==> src/rtl/decimal_entry_pkg.sv <==
// Shared constants, state encoding and the BCD accumulate step for the decimal entry block.
package decimal_entry_pkg;

  localparam int NUM_DIGITS = 4;
  localparam int RADIX      = 10;
  localparam int MAX_DIGIT  = 9;
  localparam int BIN_WIDTH  = 32;
  localparam int ACC_WIDTH  = 14;

  typedef enum logic {
    IDLE    = 1'b0,
    CONVERT = 1'b1
  } state_t;

  // acc*RADIX + d with the multiply as shift-and-add; 9999 fits in ACC_WIDTH bits
  function automatic logic [ACC_WIDTH-1:0] mul10_add(input logic [ACC_WIDTH-1:0] acc,
                                                     input logic [3:0]           d);
    logic [ACC_WIDTH-1:0] x8;
    logic [ACC_WIDTH-1:0] x2;
    x8 = acc << 3;
    x2 = acc << 1;
    return x8 + x2 + ACC_WIDTH'(d);
  endfunction

endpackage

==> src/rtl/decimal_entry_button_sync.sv <==
// Two-flop synchronizer plus rising-edge detector for one raw button.
module button_sync (
  input  logic clock,
  input  logic reset,
  input  logic btn,
  output logic pulse
);

  logic sync_p0, sync_p1, sync_p2;
  logic vld_p0, vld_p1;
  logic armed;

  // vld_pN marks that sync_pN holds a real post-reset sample; armed requires
  // seeing the button low once, so a button held through reset cannot fire.
  always_ff @(posedge clock or posedge reset) begin
    if (reset) begin
      sync_p0 <= 1'b0;
      sync_p1 <= 1'b0;
      sync_p2 <= 1'b0;
      vld_p0  <= 1'b0;
      vld_p1  <= 1'b0;
      armed   <= 1'b0;
    end else begin
      sync_p0 <= btn;
      sync_p1 <= sync_p0;
      sync_p2 <= sync_p1;
      vld_p0  <= 1'b1;
      vld_p1  <= vld_p0;
      if (vld_p1 && !sync_p1)
        armed <= 1'b1;
    end
  end

  assign pulse = armed & sync_p1 & ~sync_p2;

endmodule

==> src/rtl/decimal_entry.sv <==
// Four-digit BCD keypad entry with a serial multiply-by-ten BCD-to-binary converter.
module decimal_entry
  import decimal_entry_pkg::*;
(
  input  logic                 clock,
  input  logic                 reset,
  input  logic [3:0]           digit,
  input  logic                 push,
  input  logic                 enter,
  input  logic                 clear,
  output logic [BIN_WIDTH-1:0] binary,
  output logic                 valid,
  output logic                 busy,
  output logic [3:0]           digOnes,
  output logic [3:0]           digTens,
  output logic [3:0]           digHundreds,
  output logic [3:0]           digThousands
);

  localparam logic [3:0] MAX_D = 4'(MAX_DIGIT);

  logic push_pulse, enter_pulse, clear_pulse;

  button_sync u_push_sync (
    .clock (clock),
    .reset (reset),
    .btn   (push),
    .pulse (push_pulse)
  );

  button_sync u_enter_sync (
    .clock (clock),
    .reset (reset),
    .btn   (enter),
    .pulse (enter_pulse)
  );

  button_sync u_clear_sync (
    .clock (clock),
    .reset (reset),
    .btn   (clear),
    .pulse (clear_pulse)
  );

  state_t               state, state_n;
  logic [ACC_WIDTH-1:0] acc;
  logic [ACC_WIDTH-1:0] acc_n;
  logic [1:0]           idx;
  logic [3:0]           dig [NUM_DIGITS];

  always_ff @(posedge clock or posedge reset) begin
    if (reset) state <= IDLE;
    else       state <= state_n;
  end

  // clear outranks enter, so enter only starts a conversion when clear is quiet
  always_comb begin
    state_n = state;
    case (state)
      IDLE:    if (!clear_pulse && enter_pulse) state_n = CONVERT;
      CONVERT: if (idx == 2'd0)                 state_n = IDLE;
      default: state_n = IDLE;
    endcase
  end

  assign acc_n = mul10_add(acc, dig[idx]);

  always_ff @(posedge clock or posedge reset) begin
    if (reset) begin
      acc    <= '0;
      idx    <= 2'd3;
      binary <= '0;
      valid  <= 1'b0;
      for (int i = 0; i < NUM_DIGITS; i++) dig[i] <= 4'd0;
    end else begin
      valid <= 1'b0;
      case (state)
        IDLE: begin
          if (clear_pulse) begin
            for (int i = 0; i < NUM_DIGITS; i++) dig[i] <= 4'd0;
          end else if (enter_pulse) begin
            acc <= '0;
            idx <= 2'd3;
          end else if (push_pulse && digit <= MAX_D) begin
            for (int i = NUM_DIGITS - 1; i > 0; i--) dig[i] <= dig[i-1];
            dig[0] <= digit;
          end
        end
        CONVERT: begin
          // most significant digit first; digit registers stay frozen here
          acc <= acc_n;
          idx <= idx - 2'd1;
          if (idx == 2'd0) begin
            binary <= BIN_WIDTH'(acc_n);
            valid  <= 1'b1;
          end
        end
        default: ;
      endcase
    end
  end

  assign busy         = (state == CONVERT);
  assign digOnes      = dig[0];
  assign digTens      = dig[1];
  assign digHundreds  = dig[2];
  assign digThousands = dig[3];

endmodule
==> config.mk <==
export PLATFORM = sky130hd
export DESIGN_NAME = decimal_entry
export DESIGN_NICKNAME = d
export VERILOG_FILES = /design/src/rtl/decimal_entry_pkg.sv /design/src/rtl/decimal_entry_button_sync.sv /design/src/rtl/decimal_entry.sv
export SDC_FILE = /design/constraint.sdc
export NUM_CORES = 1
export LEC_CHECK = 0
export CAP_MARGIN = 10
export CORE_AREA = 5 5 98 100
export DETAILED_ROUTE_END_ITERATION = 10
export DIE_AREA = 0 0 103 105
export PLACE_DENSITY = 0.7
export SLEW_MARGIN = 20
export SYNTH_ARGS = -nofsm -noshare
export SYNTH_HDL_FRONTEND = slang
export SYNTH_SLANG_ARGS = --single-unit
==> constraint.sdc <==
create_clock -name clock -period 6.25 [get_ports clock]
set_input_delay 1.25 -clock clock [delete_from_list [all_inputs] [get_ports clock]]
set_output_delay 1.25 -clock clock [all_outputs]
set_load 0.02 [all_outputs]
==> out/qor.yml <==
run_status:
  outcome: "finished, final reports clean"
cells_and_area:
  fill_cells: 836
  layout.nets: 376
  syn_to_final_growth_pct: 19.7
  final_cells: 455
  diodes: 0
  drive_gt1_share_pct: 9.80
cts:
  insertion_delay_ns: 0.35
  clk_pin_slew_worst_paths_ns: 0.07
  cts_root_buf: "clkbuf_8"
  cts_resized: 0
  clock_path_buffers: 2
  cts_setup_buffers: 0
  htree_levels: 3
  cts.sinks: 61
  cts_tree: "done"
  cts_hold_buf: 0
  cts_buffers: 9
die:
  dieArea_mm2: 0.0108
  start_util_pct: 37.3
  die_width_um: 103
  rows: 34
  ios: 59
  die_h_um: 105
  core-area_mm2: 0.00859
sta:
  finalSetupViolCount: 0
  fin_skew_ns: 0.00553
  rsz0062_at_grt: "false"
  final_hold_viol_count: 0
  fin_setup_tns_ns: 0
  worst_slack_ns: 2.92
  worstMarginPinSlew_ns: 0.757
  hold_slack_ns: 0.350
  maxSlewViolCount: 0
  post-route-min-period_ns: 3.33
  timing.fmax_mhz: 301
  relSlewSlack_pct: 49.6
  layout_worst_path_cycle_share_pct: 53.2
critical_path:
  cpMostUsedCell: "inv_1"
  critPathKind: "reg -> reg"
  crit_fanout: 6
  reg2reg_from: "idx[0]"
  crit_chain: "mux4_2 > inv_1 > fa_1 > inv_1 > ha_1 > a21o_1 > and4_2 > o21a_4 > or4b_1 > nand3_1"
  worstRegToRegCells: 10
  cp-end-kind: "register"
  critPathLaunchType: "register"
  regToRegEndpoint: "acc[9]"
  reg2reg_setup_slack_ns: 2.92
  critPathRequiredTime_ns: 6.53
  crit_start: "idx[0]"
  critPathMaxStageDelay_ns: 0.62
  crit_arrival_ns: 3.61
  cpMaxStageDelayCell: "dfstp_2"
logic_synthesis:
  synth_compound_area_share_pct: 15.9
  ys_seq_area_share_pct: 47.8
  synth_top_family_by_area: "compound AO/OA/AOI/OAI gates"
  synthXorXnorAreaFrac_pct: 1.64
  synth-edff-count: 0
  syn-instance-count: 299
  netlist_top_cells_count: "dfrtp_1, nand2_1, ha_1, buf_4, inv_1"
  ys_ff_latch: 61
  yosysTopAreaCell: "dfrtp_1"
  synthTopCellsByArea: "dfrtp_1, ha_1, a22o_1"
  yosysTopAreaCellShare_pct: 46.1
  syn_area_mm2: 0.00320
  synthArstFlopShare_pct: 100
  syn_avg_cell_area_um2: 10.7
  synth_mux_area_share_pct: 4.14
  synthAdderAreaFrac_pct: 10.2
  yosysMostFrequentCell: "dfrtp_1"
  yosysWarnings: 0
  synth-main-ff-cell: "dfrtp_1"
  synthSimpleGateAreaFrac_pct: 12.4
  synth_cell_types: 48
power:
  power.density_mw_per_mm2: 463
  p_leak_nw: 1.81
  ir_drop_uv: 179
min_path:
  hold_path_depth: 0
  hold_path.class: "reg -> reg"
  min_from: "u_enter_sync.sync_p0"
  worstHoldEndpoint: "u_enter_sync.sync_p1"
routing:
  drc_errors: 0
  wl_um: 6980
  vias: 2342
  drt_first_iter_violations: 67
  dr.pass1.iters: 4
  via_per_inst: 5.15
  drtAntennaViolNets: 0
  drt-wirelength-per-cell_um: 15.3
global_route:
  grt_pass1_vias: 2536
  grt_pass1_wl_um: 12100
  grt_max_degree: 62
  grtUsageTotal_pct: 14.1
  antenna_found_initial: 0
  overflow: 0
place:
  dpl_worst_slack_ns: 2.98
  io_buffers: 40
  hpwl_um: 4990
  dp_cells: 439
  globalplace.congestion: 0.843
flow_run:
  maxCapViolations: 0
flip-flops by register name, summed over array words and instances (netlist names), 2 cells and up:
name	cells
digHundreds	4
digOnes	4
acc	13
digTens	4
idx	2
digThousands	4
binary	14
layer usage:
layer	up-vias	track usage, %	routed length, µm
met5	-	0	0
met4	0	3.61	78
met3	7	4.93	384
met2	60	23.1	3570
met1	1160	17.6	2950
li1	1115	-	-
through the flow:
| step | util [%] | cell area (µm²) | power, mW |
|---|---|---|---|
| finish | 44.6 | 3830 | 1.77 |
| global route | 44.6 | 3830 | 1.93 |
| CTS | 44.6 | 3830 | 1.80 |
| detailed placement | 42.5 | 3650 | 1.46 |
| global placement | 42.5 | 3650 | 1.44 |
| floorplan | - | 3270 | 1.19 |
where the power goes:
group	switching, mW	internal [mW]	leakage (nW)
combinational	0.483	0.373	0.951
sequential	0.0870	0.507	0.774
clock	0.175	0.148	0.0829
kinds of logic (layout without fill, tap and decap cells):
| group | after synthesis | after routing |
|---|---|---|
| AND/OR/NAND/NOR | 85 | 85 |
| AO/OA/AOI/OAI | 65 | 65 |
| flip-flops | 61 | 61 |
| buffers and inverters | 47 | 78 |
| adder cells (fa/ha/maj) | 25 | 25 |
| multiplexers | 8 | 8 |
| XOR/XNOR | 6 | 6 |
| other | 2 | 19 |
worst max-delay path, delay by kind of cell (launching register included):
kind | cells | cell delay [ns]
AOI/OAI and AO/OA | 2 | 0.42
adders and majority gates | 2 | 0.68
and+or+nand+nor | 3 | 0.87
muxes | 1 | 0.51
DFF | 1 | 0.62
buffers and inverters | 2 | 0.16
how the worst max path moves through the flow:
stage / endpoint / slack (ns) / depth (start not counted)
global placement: acc[9] / 3.02 / 10
finish: acc[9] / 2.92 / 10
CTS: acc[9] / 2.90 / 10
detailed placement: acc[9] / 2.98 / 10
global route: acc[12] / 2.73 / 9
floorplan: acc[9] / 2.89 / 11
cell type report:
type / count / area [µm²] / area share [%]
Inverter: 19 / 71.3 / 1.86
Clock buffer: 9 / 124 / 3.23
Tap cell: 108 / 135 / 3.53
Sequential cell: 61 / 1530 / 39.9
Multi-Input combinational cell: 208 / 1490 / 38.9
Clock inverter: 7 / 57.6 / 1.50
Timing Repair Buffer: 43 / 423 / 11.0
layout by cell type, fill, tap and decap left out, types with 4 or more instances in the layout:
| master | Yosys | final |
|---|---|---|
| clkbuf_8 | 0 | 9 |
| o21ai_0 | 8 | 8 |
| ha_1 | 23 | 23 |
| a31o_2 | 4 | 4 |
| nor3_1 | 4 | 4 |
| a21o_1 | 9 | 9 |
| a22o_1 | 17 | 17 |
| mux4_2 | 4 | 4 |
| nand2_1 | 38 | 38 |
| a21oi_1 | 7 | 7 |
| clkdlybuf4s50_1 | 0 | 40 |
| xnor2_1 | 6 | 6 |
| conb_1 | 2 | 19 |
| dfrtp_1 | 59 | 59 |
| nand3_1 | 9 | 9 |
| nor2_1 | 16 | 16 |
| inv_1 | 18 | 17 |
Note: power is estimated with default switching activity, not from simulation.
